`config.mk`:
```
export PLATFORM = sky130hd
export DESIGN_NAME = fetch_unit_flat
export DESIGN_NICKNAME = d
export VERILOG_FILES = /design/src/rtl/fetch_unit_pkg.sv /design/src/rtl/fetch_unit_if.sv /design/src/rtl/fetch_queue.sv /design/src/rtl/fetch_unit.sv /design/src/flat_wrapper.sv
export SDC_FILE = /design/constraint.sdc
export NUM_CORES = 1
export LEC_CHECK = 0
export ABC_AREA = 1
export CAP_MARGIN = 20
export CORE_ASPECT_RATIO = 1.1
export CORE_MARGIN = 3
export CORE_UTILIZATION = 50
export DETAILED_ROUTE_END_ITERATION = 10
export PLACE_DENSITY = 0.8
export SYNTH_ARGS = -nofsm -noshare
export SYNTH_HDL_FRONTEND = slang
export SYNTH_SLANG_ARGS = --single-unit
```
`constraint.sdc`:
```
create_clock -name clk -period 5.2 [get_ports clk]
set_input_delay 0.52 -clock clk [delete_from_list [all_inputs] [get_ports clk]]
set_output_delay 0.52 -clock clk [all_outputs]
set_load 0.05 [all_outputs]
```
`src/rtl/fetch_unit_pkg.sv`:
```
// Shared constants and the fetch queue entry type for the fetch stage.
// FETCH_MISALIGN_CHECK_EN adds a misalign marker bit to each queue entry.
`ifndef FETCH_UNIT_DEFINES
`define FETCH_UNIT_DEFINES
`define NOP_INST      32'h0000_0013
`define INST_BUS      31:0
`define INST_ADDR_BUS 31:0
`define RST_ENABLE    1'b1
`define ZERO_WORD     32'h0000_0000
`endif

package fetch_unit_pkg;

  localparam logic [31:0] NopInst  = `NOP_INST;
  localparam logic [31:0] ZeroWord = `ZERO_WORD;

  typedef struct packed {
    logic [`INST_ADDR_BUS] pc;
    logic [`INST_BUS]      inst;
`ifdef FETCH_MISALIGN_CHECK_EN
    logic                  misalign;
`endif
  } fetch_entry_t;

endpackage

```
`src/rtl/fetch_unit_if.sv`:
```
// ROM read port, redirect input and decode handshake of the fetch stage.
// FETCH_MISALIGN_CHECK_EN adds id_misalign_o.
interface fetch_unit_if;
  logic                  rom_ena_o;
  logic [`INST_ADDR_BUS] rom_addr_o;
  logic [`INST_BUS]      rom_data_i;
  logic                  redirect_i;
  logic [`INST_ADDR_BUS] redirect_pc_i;
  logic                  id_ready_i;
  logic                  id_valid_o;
  logic [`INST_BUS]      id_inst_o;
  logic [`INST_ADDR_BUS] id_pc_o;
`ifdef FETCH_MISALIGN_CHECK_EN
  logic                  id_misalign_o;
`endif

  modport master (
    input  rom_data_i, redirect_i, redirect_pc_i, id_ready_i,
`ifdef FETCH_MISALIGN_CHECK_EN
    output id_misalign_o,
`endif
    output rom_ena_o, rom_addr_o, id_valid_o, id_inst_o, id_pc_o
  );

  modport slave (
    output rom_data_i, redirect_i, redirect_pc_i, id_ready_i,
`ifdef FETCH_MISALIGN_CHECK_EN
    input  id_misalign_o,
`endif
    input  rom_ena_o, rom_addr_o, id_valid_o, id_inst_o, id_pc_o
  );
endinterface

```
`src/rtl/fetch_queue.sv`:
```
// In-order FIFO of fetched {pc, inst} entries with synchronous flush.
// Head is read from registered storage and forced to zero when empty.
module fetch_queue
  import fetch_unit_pkg::*;
#(
  parameter int unsigned Depth = 2
) (
  input  logic                       clk,
  input  logic                       rst,
  input  logic                       push_i,
  input  fetch_entry_t               push_data_i,
  input  logic                       pop_i,
  input  logic                       flush_i,
  output fetch_entry_t               head_o,
  output logic                       head_valid_o,
  output logic [$clog2(Depth):0]     count_o,
  output logic                       full_o,
  output logic                       empty_o
);

  localparam int unsigned PtrW = $clog2(Depth);
  localparam int unsigned CntW = PtrW + 1;

  fetch_entry_t    mem_q [Depth];
  logic [PtrW-1:0] rptr_q, wptr_q;
  logic [CntW-1:0] count_q;
  logic            do_push, do_pop;

  always_comb begin
    empty_o      = (count_q == '0);
    full_o       = (count_q == CntW'(Depth));
    head_valid_o = !empty_o;
    head_o       = empty_o ? '0 : mem_q[rptr_q];
    count_o      = count_q;
    do_push      = push_i && (!full_o || pop_i);
    do_pop       = pop_i && !empty_o;
  end

  // Flush discards every entry, including any push/pop requested alongside it.
  always_ff @(posedge clk) begin
    if (rst == `RST_ENABLE || flush_i) begin
      rptr_q  <= '0;
      wptr_q  <= '0;
      count_q <= '0;
    end else begin
      if (do_push) begin
        mem_q[wptr_q] <= push_data_i;
        wptr_q        <= wptr_q + PtrW'(1);
      end
      if (do_pop) begin
        rptr_q <= rptr_q + PtrW'(1);
      end
      unique case ({do_push, do_pop})
        2'b10:   count_q <= count_q + CntW'(1);
        2'b01:   count_q <= count_q - CntW'(1);
        default: count_q <= count_q;
      endcase
    end
  end

endmodule

```
`src/rtl/fetch_unit.sv`:
```
// Instruction fetch stage: PC, ROM fetch control and redirect handling.
// FETCH_MISALIGN_CHECK_EN enables the misaligned-target marker and halt.
module fetch_unit
  import fetch_unit_pkg::*;
#(
  parameter logic [31:0] RESET_PC    = 32'h0000_0000,
  parameter int unsigned QUEUE_DEPTH = 2
) (
  input  logic         clk,
  input  logic         rst,
  fetch_unit_if.master bus_io
);

  logic [31:0]              pc_q, pc_d, target;
  logic                     rst_act, fetch, pop, push, halt;
  logic                     head_valid, full, empty;
  logic [$clog2(QUEUE_DEPTH):0] count;
  fetch_entry_t             push_data, head;
  logic                     unused_q_status;

  assign unused_q_status = ^{count, empty};
  assign rst_act         = (rst == `RST_ENABLE);

`ifdef FETCH_MISALIGN_CHECK_EN
  logic halt_q, pend_q, misaligned;
  assign misaligned = (bus_io.redirect_pc_i[1:0] != 2'b00);
  assign halt       = halt_q;
  assign target     = misaligned ? bus_io.redirect_pc_i : {bus_io.redirect_pc_i[31:2], 2'b00};
`else
  logic unused_rpc_low;
  assign unused_rpc_low = ^bus_io.redirect_pc_i[1:0];
  assign halt           = 1'b0;
  assign target         = {bus_io.redirect_pc_i[31:2], 2'b00};
`endif

  always_comb begin
    pop            = head_valid && bus_io.id_ready_i;
    fetch          = !rst_act && !bus_io.redirect_i && !halt && (!full || pop);
    push           = fetch;
    push_data      = '0;
    push_data.pc   = pc_q;
    push_data.inst = bus_io.rom_data_i;
`ifdef FETCH_MISALIGN_CHECK_EN
    // Marker entry for a misaligned redirect goes in the cycle after it.
    if (pend_q && !rst_act && !bus_io.redirect_i && (!full || pop)) begin
      push               = 1'b1;
      push_data.inst     = NopInst;
      push_data.misalign = 1'b1;
    end
`endif
    pc_d = pc_q;
    if (bus_io.redirect_i) begin
      pc_d = target;
    end else if (fetch) begin
      pc_d = pc_q + 32'd4;
    end
  end

  always_ff @(posedge clk) begin
    if (rst == `RST_ENABLE) begin
      pc_q <= RESET_PC;
    end else begin
      pc_q <= pc_d;
    end
  end

`ifdef FETCH_MISALIGN_CHECK_EN
  always_ff @(posedge clk) begin
    if (rst == `RST_ENABLE) begin
      halt_q <= 1'b0;
      pend_q <= 1'b0;
    end else if (bus_io.redirect_i) begin
      halt_q <= misaligned;
      pend_q <= misaligned;
    end else begin
      pend_q <= 1'b0;
    end
  end

  assign bus_io.id_misalign_o = head.misalign;
`endif

  fetch_queue #(
    .Depth (QUEUE_DEPTH)
  ) u_queue (
    .clk          (clk),
    .rst          (rst),
    .push_i       (push),
    .push_data_i  (push_data),
    .pop_i        (pop),
    .flush_i      (bus_io.redirect_i),
    .head_o       (head),
    .head_valid_o (head_valid),
    .count_o      (count),
    .full_o       (full),
    .empty_o      (empty)
  );

  assign bus_io.rom_ena_o  = fetch;
  assign bus_io.rom_addr_o = rst_act ? RESET_PC : pc_q;
  assign bus_io.id_valid_o = head_valid;
  assign bus_io.id_inst_o  = head.inst;
  assign bus_io.id_pc_o    = head.pc;

endmodule

```
`src/flat_wrapper.sv`:
```
// flat-port wrapper written by rule: the top's interface ports become plain ports
module fetch_unit_flat import fetch_unit_pkg::*;
#(
  parameter logic [31:0] RESET_PC    = 32'h0000_0000,
  parameter int unsigned QUEUE_DEPTH = 2
)
  (clk, rst, bus_io_rom_data_i, bus_io_redirect_i, bus_io_redirect_pc_i, bus_io_id_ready_i, bus_io_rom_ena_o, bus_io_rom_addr_o, bus_io_id_valid_o, bus_io_id_inst_o, bus_io_id_pc_o);
  fetch_unit_if bus_io_i ();
  input  logic clk;
  input  logic rst;
  input wire logic [$bits(bus_io_i.rom_data_i)-1:0] bus_io_rom_data_i;
  input wire logic [$bits(bus_io_i.redirect_i)-1:0] bus_io_redirect_i;
  input wire logic [$bits(bus_io_i.redirect_pc_i)-1:0] bus_io_redirect_pc_i;
  input wire logic [$bits(bus_io_i.id_ready_i)-1:0] bus_io_id_ready_i;
  output wire logic [$bits(bus_io_i.rom_ena_o)-1:0] bus_io_rom_ena_o;
  output wire logic [$bits(bus_io_i.rom_addr_o)-1:0] bus_io_rom_addr_o;
  output wire logic [$bits(bus_io_i.id_valid_o)-1:0] bus_io_id_valid_o;
  output wire logic [$bits(bus_io_i.id_inst_o)-1:0] bus_io_id_inst_o;
  output wire logic [$bits(bus_io_i.id_pc_o)-1:0] bus_io_id_pc_o;
  assign bus_io_i.rom_data_i = bus_io_rom_data_i;
  assign bus_io_i.redirect_i = bus_io_redirect_i;
  assign bus_io_i.redirect_pc_i = bus_io_redirect_pc_i;
  assign bus_io_i.id_ready_i = bus_io_id_ready_i;
  assign bus_io_rom_ena_o = bus_io_i.rom_ena_o;
  assign bus_io_rom_addr_o = bus_io_i.rom_addr_o;
  assign bus_io_id_valid_o = bus_io_i.id_valid_o;
  assign bus_io_id_inst_o = bus_io_i.id_inst_o;
  assign bus_io_id_pc_o = bus_io_i.id_pc_o;
  fetch_unit #(.RESET_PC(RESET_PC), .QUEUE_DEPTH(QUEUE_DEPTH)) u_core (.clk(clk), .rst(rst), .bus_io(bus_io_i));
endmodule
```
; ---- Yosys cells after proc, flatten, opt, wreduce, memory -nomap -nowiden
; Memory sizes are Yosys's and may differ from the RTL's. A register that Yosys moved wholly into a read port is not among the register bits.
; Index checks and enable logic that the tools add are counted.
[word_totals]
reg_bits = 36
mem_bits_rw = 128
mem_count = 1
inputBits = 68
[mem_list]
columns = name, depth, width, read_ports, rd_clocked_by_memory_dff, wr, line_no
row1 = u_core.u_queue.mem_q, 2, 64, 1, 1, 1, fetch_queue.sv:24  ; fetch_entry_t mem_q [Depth];
[classes]
n_reduce_logical = 15
addsub = 5
n_mux = 10
n_eq_ne = 3
[op_table]
columns = cell, n
row1 = $mux 32, 3
row2 = $mux 64, 1
row3 = $add 32x3->32 const B, 1
row4 = $logic_and 1x1->1, 5
row5 = $mux 1, 5
row6 = $eq 2x2->1 const B, 2
row7 = $logic_not 1->1, 4
row8 = $pmux 2 s2, 1
row9 = $reduce_bool 2->1, 2
row10 = $add 1x1->1 const B, 2
row11 = $add 2x1->2 const B, 1
row12 = $eq 2x1->1 const B, 1
row13 = $logic_not 2->1, 1
row14 = $logic_or 1x1->1, 2
row15 = $reduce_or 2->1, 1
row16 = $sub 2x1->2 const B, 1

; ---- Logic depth before layout (Yosys ltp)
[depth]
word_depth = 9
depth_mapped = 10

; ---- Modules after synthesis
; Synthesis repeated with hierarchy kept, for this count alone.
[hier_totals]
cells_unflattened = 825
hier_area_um2 = 7671.1
[by_module_without_submodules]
columns = mod, seq_area_each_um2, area_each_um2, n_inst, cells_per_inst
row1 = fetch_queue, 3943.8, 5198.7, 1, 381
row2 = fetch_unit, 600.6, 2472.4, 1, 444

; ---- Worst setup path before layout
; No wires, ideal clock.
[synth_path]
kind = input -> register
startpoint = input port bus_io_redirect_i
endpoint = memory u_core.u_queue.mem_q[0][0] (netlist name) (enable)
required_ps = 4717
path_stages = 4
arrival_time_ps = 3510
setup_ps = 483
path_slack_ps = 1206
n_path_buf = 1
path_cell_list = buf_6 > nor2_4 > nand2_4 > nor2_1
[synth_via]
elab_chain_cells = 7
word_cells_on_any_way = 8
classes_between = 3 x mux / 5 x reduce/logical
[synth_rtl]
columns = element, line_no
row1 = "start, declared", flat_wrapper.sv:12  ; input wire logic [$bits(bus_io_i.redirect_i)-1:0] bus_io_redirect_i;
row2 = $logic_not 1->1, fetch_unit.sv:38  ; fetch = !rst_act && !bus_io.redirect_i && !halt && (!full || pop);
row3 = $logic_and 1x1->1 (2 in a row), fetch_unit.sv:38
row4 = $logic_and 1x1->1, fetch_queue.sv:35  ; do_push = push_i && (!full_o || pop_i);
row5 = $mux 1, fetch_queue.sv:46  ; if (do_push) begin
row6 = $mux 1 (*), fetch_queue.sv:41  ; if (rst == `RST_ENABLE || flush_i) begin
row7 = $mux 1 (not written as such) (*), fetch_queue.sv:47  ; mem_q[wptr_q] <= push_data_i;
row8 = "end, declared", fetch_queue.sv:24
; Every way passes the cells marked *; elsewhere a longest branch is shown, timed or not.

; ---- Worst setup path in the final report
[layout_path]
startpoint = input port rst
endpoint = output port bus_io_rom_addr_o[31]
[layout_via]
elab_chain_cells = 1
[layout_rtl]
columns = element, line_no
row1 = "start, declared", flat_wrapper.sv:10  ; input logic rst;
row2 = $mux 32, fetch_unit.sv:100  ; assign bus_io.rom_addr_o = rst_act ? RESET_PC : pc_q;
row3 = "end, declared", flat_wrapper.sv:16  ; output wire logic [$bits(bus_io_i.rom_addr_o)-1:0] bus_io_rom_addr_o;
; No other way between the ends.

==> results <==
- The maximum number of pins on one net before global-route repair is between 60 and 70.
- For this run, the total global-route usage over all layers was measured as 0.210.
- In this run the power density over the cells is about 320 nW/um^2.
- The count of final setup violators is 0.
- The number of buffers and inverters on the critical path is 3.
- The analysis attributes to cell leakage a power of 0.00349 uW.
- Pin placement for this block handled 166 I/O pins.
- The cell count after synthesis is 803.
- The via count of the first global-routing pass is between 5,000 and 6,000.
- For this run, the post-layout net count is around 1,000.
- The number of cells traversed by the worst register-to-register path is 7.
- The startpoint kind of the worst setup timing path is a primary input.
- The count of hold-fix buffers inserted at cts is 0.
- Prior to clock tree synthesis, the placed netlist has a worst setup slack of roughly 1900 ps.
- Tracing the worst setup path back leads to its startpoint at rst.
- The critical setup path kind is in2out.
- The period utilization is 0.633.
- Once layout is complete, the utilization of the core stands at 0.683.
- The synthesis-stage register bit count is about 160.
- VDD sags by at most between 0.0002 and 0.00025 V.
- The setup slack of the worst register-to-register path is between 3000 and 4000 ps.
- The critical path data required time is 4680 ps.
- The smallest clock period supported by the final layout is computed as approximately 3300 ps.
- The setup clock skew after layout is 13.3 ps.
- The flow ran to the end, and the final reports show no timing, DRC or antenna violations.
- The count of instances resized after the clock tree is built is 0.
- The die covers approximately 16,000 um^2.
- The sequential cells in the finished layout cover a total of about 4400 um^2.
- Summing all multi-input logic gate instances after layout gives between 2000 and 2500 um^2.
- The number of warnings reported in the yosys synthesis log is 0.
- The tree is rooted in a sky130_fd_sc_hd__clkbuf_16.
- The critical path goes through clkdlybuf4s50_1, buf_4, nor2_1, clkdlybuf4s50_1.
- Detailed routing inserted a total of 5,808 vias.
- The library cell used most frequently in the layout, excluding fill and tap cells, is sky130_fd_sc_hd__nand2_1.
- The clock-pin slew of the registers on the worst-case setup and hold paths is roughly 60 ps.
- The area of the mapped netlist is roughly 7200 um^2.
- The max capacitance violation total is 0.
- The weighted congestion at the end of routability-driven global placement is roughly 0.82.
- The number of different library cells used by synthesis comes to 29.
- The layout has approximately 1,100 filler cells.
- The initial antenna violation count is 0.
- The total congestion overflow after global routing is 0.
- The worst hold path begins at u_core.u_queue.rptr_q$_SDFFE_PP0P_.
- The number of buffers inserted to repair setup after CTS is 0.
- The end of the worst register-to-register path is u_core.u_queue.count_o[1]$_SDFFE_PP0P_.
- The number of endpoints with negative hold slack in the final report came to 0.
- The post-synthesis to final-layout area growth is 31.7%.
- In this run the cell area measured after placement is roughly 9000 um^2.
- The total CTS buffers is 17.
- The end point of the critical path is bus_io_rom_addr_o[31].
- The total detailed-routing wirelength is roughly 17 mm.
- The part of the Yosys area used for sequential elements is 0.611.
- The count of inserted antenna diode cells is 0.
- The worst path meets setup with around 1900 ps of slack.
- Dividing the detail-routed wire length by the instance count gives between 10 and 15 um.
- The placed wire-length estimate after detailed placement is between 10 and 15 mm.
- The headroom to the max-slew limit is 0.406.
- With fillers left out, the area of the finished cells amounts to about 9500 um^2.
- STA classifies the critical path endpoint as a primary output.
- In the post-synthesis netlist, the biggest area contributors are sky130_fd_sc_hd__edfxtp_1, sky130_fd_sc_hd__nand2_1, sky130_fd_sc_hd__dfxtp_1.
- The cell with the largest stage delay on the worst path is sky130_fd_sc_hd__clkdlybuf4s50_1.
- The cell type with the largest total area after synthesis is sky130_fd_sc_hd__edfxtp_1.
- The first-pass detailed-route iteration total is 4.
- Setup repair after global routing left no endpoint under its margin.
- In this design, the largest share of critical-path delay is due to buffers and inverters.
- The final setup TNS is 0 ps.
- The top cell types in the final layout, fill and taps aside, are sky130_fd_sc_hd__nand2_1, sky130_fd_sc_hd__clkdlybuf4s50_1, sky130_fd_sc_hd__edfxtp_1.
- The clock passes through at most 2 buffers.
- Of the cells placed in the final design, the portion with a size suffix greater than 1 is 0.0683.
- The peak fanout along the critical path is 17.
- The die is 121 um wide.
- The maximum single-stage delay on the critical path is approximately 850 ps.
- The mean post-synth cell area is roughly 9 um^2.
- The total core area is approximately 14,000 um^2.
- The first-pass GRT wire length is between 20 and 30 mm.
- Clock latency on the worst-skew pair, taken at its later pin, is about 400 ps.
- The power consumption is ~3000 uW.
- The tree built by TritonCTS fans out to between 150 and 200 sinks.
- In the routed design, unresolved DRC markers number 0.
- TritonCTS built the clock tree.
- The path class of the lowest-slack min-delay path is reg2reg.
- The vertical extent of the die is ~130 um.
- The detail-routed via count per cell is roughly 5.
- The final antenna-violating net count is 0.
- The total number of placement rows is 45.
- The logic depth of the worst path, buffers included is 4.
- The transition at the pin with the smallest max-transition slack is 891 ps.
- The cell occurring most often along the worst timing path is sky130_fd_sc_hd__clkdlybuf4s50_1.
- The initial detailed-routing violation count is between 300 and 400.
- The port buffer count is 159.
- The number of H-tree branching levels is 4.
- The final max-slew violation count came to 0.
- Of the post-synthesis cell area, the dominant cell type holds 0.514.
- The startpoint identified for the worst register-to-register timing path is u_core.u_queue.count_o[0]$_SDFFE_PP0P_.
- The highest clock rate is 304 MHz.
- Data arrives at the worst endpoint at 2770 ps.
- For this configuration, the core starts out at a cell density of 0.518.
cells by family (layout without fill, tap and decap cells):
group / Yosys count / in the layout / share of synthesized area
other: 1 / 4 / 0.000518
XOR/XNOR: 3 / 3 / 0.00363
flip-flops: 159 / 159 / 0.611
adder cells (fa/ha/maj): 2 / 2 / 0.00346
AND/OR/NAND/NOR: 450 / 450 / 0.255
buffers and inverters: 84 / 245 / 0.0512
AO/OA/AOI/OAI: 104 / 104 / 0.0747
synth_stat cells:
| cell type | number |
|---|---|
| sky130_fd_sc_hd__ha_1 | 2 |
| sky130_fd_sc_hd__and2_1 | 2 |
| sky130_fd_sc_hd__dfxtp_1 | 35 |
| sky130_fd_sc_hd__buf_1 | 2 |
| sky130_fd_sc_hd__conb_1 | 1 |
| sky130_fd_sc_hd__edfxtp_1 | 124 |
| sky130_fd_sc_hd__nor2_2 | 6 |
| sky130_fd_sc_hd__nand3b_1 | 1 |
| sky130_fd_sc_hd__a21oi_1 | 70 |
| sky130_fd_sc_hd__buf_4 | 7 |
| sky130_fd_sc_hd__nand2_2 | 4 |
| sky130_fd_sc_hd__o21ai_0 | 26 |
| sky130_fd_sc_hd__buf_6 | 3 |
| sky130_fd_sc_hd__clkbuf_1 | 21 |
| sky130_fd_sc_hd__nand2_4 | 3 |
| sky130_fd_sc_hd__nand3_1 | 40 |
| sky130_fd_sc_hd__or2_2 | 1 |
| sky130_fd_sc_hd__nand2_1 | 281 |
| sky130_fd_sc_hd__o211ai_1 | 3 |
| sky130_fd_sc_hd__xor2_1 | 3 |
| sky130_fd_sc_hd__o2111ai_1 | 2 |
| sky130_fd_sc_hd__nor2_4 | 6 |
| sky130_fd_sc_hd__nor2_1 | 105 |
| sky130_fd_sc_hd__nand3_2 | 1 |
| sky130_fd_sc_hd__inv_1 | 43 |
| sky130_fd_sc_hd__a31oi_1 | 2 |
| sky130_fd_sc_hd__buf_2 | 5 |
| sky130_fd_sc_hd__o21a_1 | 1 |
| sky130_fd_sc_hd__inv_2 | 3 |
flip-flops by register name, indices dropped and copies added (netlist names), named ones only:
name and flops:
u_core.pc_q 30, u_core.u_queue.count_o 2, u_core.u_queue.mem_q 124, u_core.u_queue.rptr_q 1, u_core.u_queue.wptr_q 1
power by group:
group | total [uW] | switching, uW | leakage, uW | internal [uW]
Clock | 1180 | 527 | 0.000285 | 657
Sequential | 1460 | 39.3 | 0.00144 | 1420
Combinational | 365 | 233 | 0.00177 | 132
Total | 3010 | 799 | 0.00349 | 2210
stage by stage:
| stage | instances | hold slack [ps] |
|---|---|---|
| after floorplan | 806 | 425 |
| after global placement | 1122 | 431 |
| after detailed placement | 1122 | 445 |
| after CTS | 1154 | 459 |
| after global routing | 1155 | 497 |
| final | 1155 | 458 |
metal layers:
| metal | vias to the layer above | global-route usage | part of all wire |
|---|---|---|---|
| li1 | 2939 | - | - |
| met1 | 2665 | 0.256 | 0.42 |
| met2 | 182 | 0.363 | 0.50 |
| met3 | 22 | 0.0485 | 0.059 |
| met4 | 0 | 0.0806 | 0.022 |
| met5 | - | 0 | 0 |
worst reg2reg max path: stages, from the launching register on:
cell	delay, ps
sky130_fd_sc_hd__dfxtp_1	390
sky130_fd_sc_hd__nor2_4	700
sky130_fd_sc_hd__nor2_1	210
sky130_fd_sc_hd__ha_1	350
sky130_fd_sc_hd__a21oi_1	150
sky130_fd_sc_hd__o211ai_1	100
sky130_fd_sc_hd__nand2_1	70
sky130_fd_sc_hd__a21oi_1	40
worst min path at each step:
stage | cells after the start | end
3_5_place_dp | 1 | flip-flop
5_1_grt | 1 | u_core.u_queue.rptr_q$_SDFFE_PP0P_
6_report | 1 | flip-flop
3_3_place_gp | 1 | flip-flop
2_1_floorplan | 1 | flip-flop
4_1_cts | 1 | flip-flop
layout make-up:
class                      instances  area share
clock buffer                      18      0.0472
clock inverter                    14      0.0119
inverter                          46      0.0181
multi-input combinational        563       0.260
sequential                       159       0.464
tap                              188      0.0247
timing repair buffer             167       0.174
Note: power is estimated with default switching activity, not from simulation.
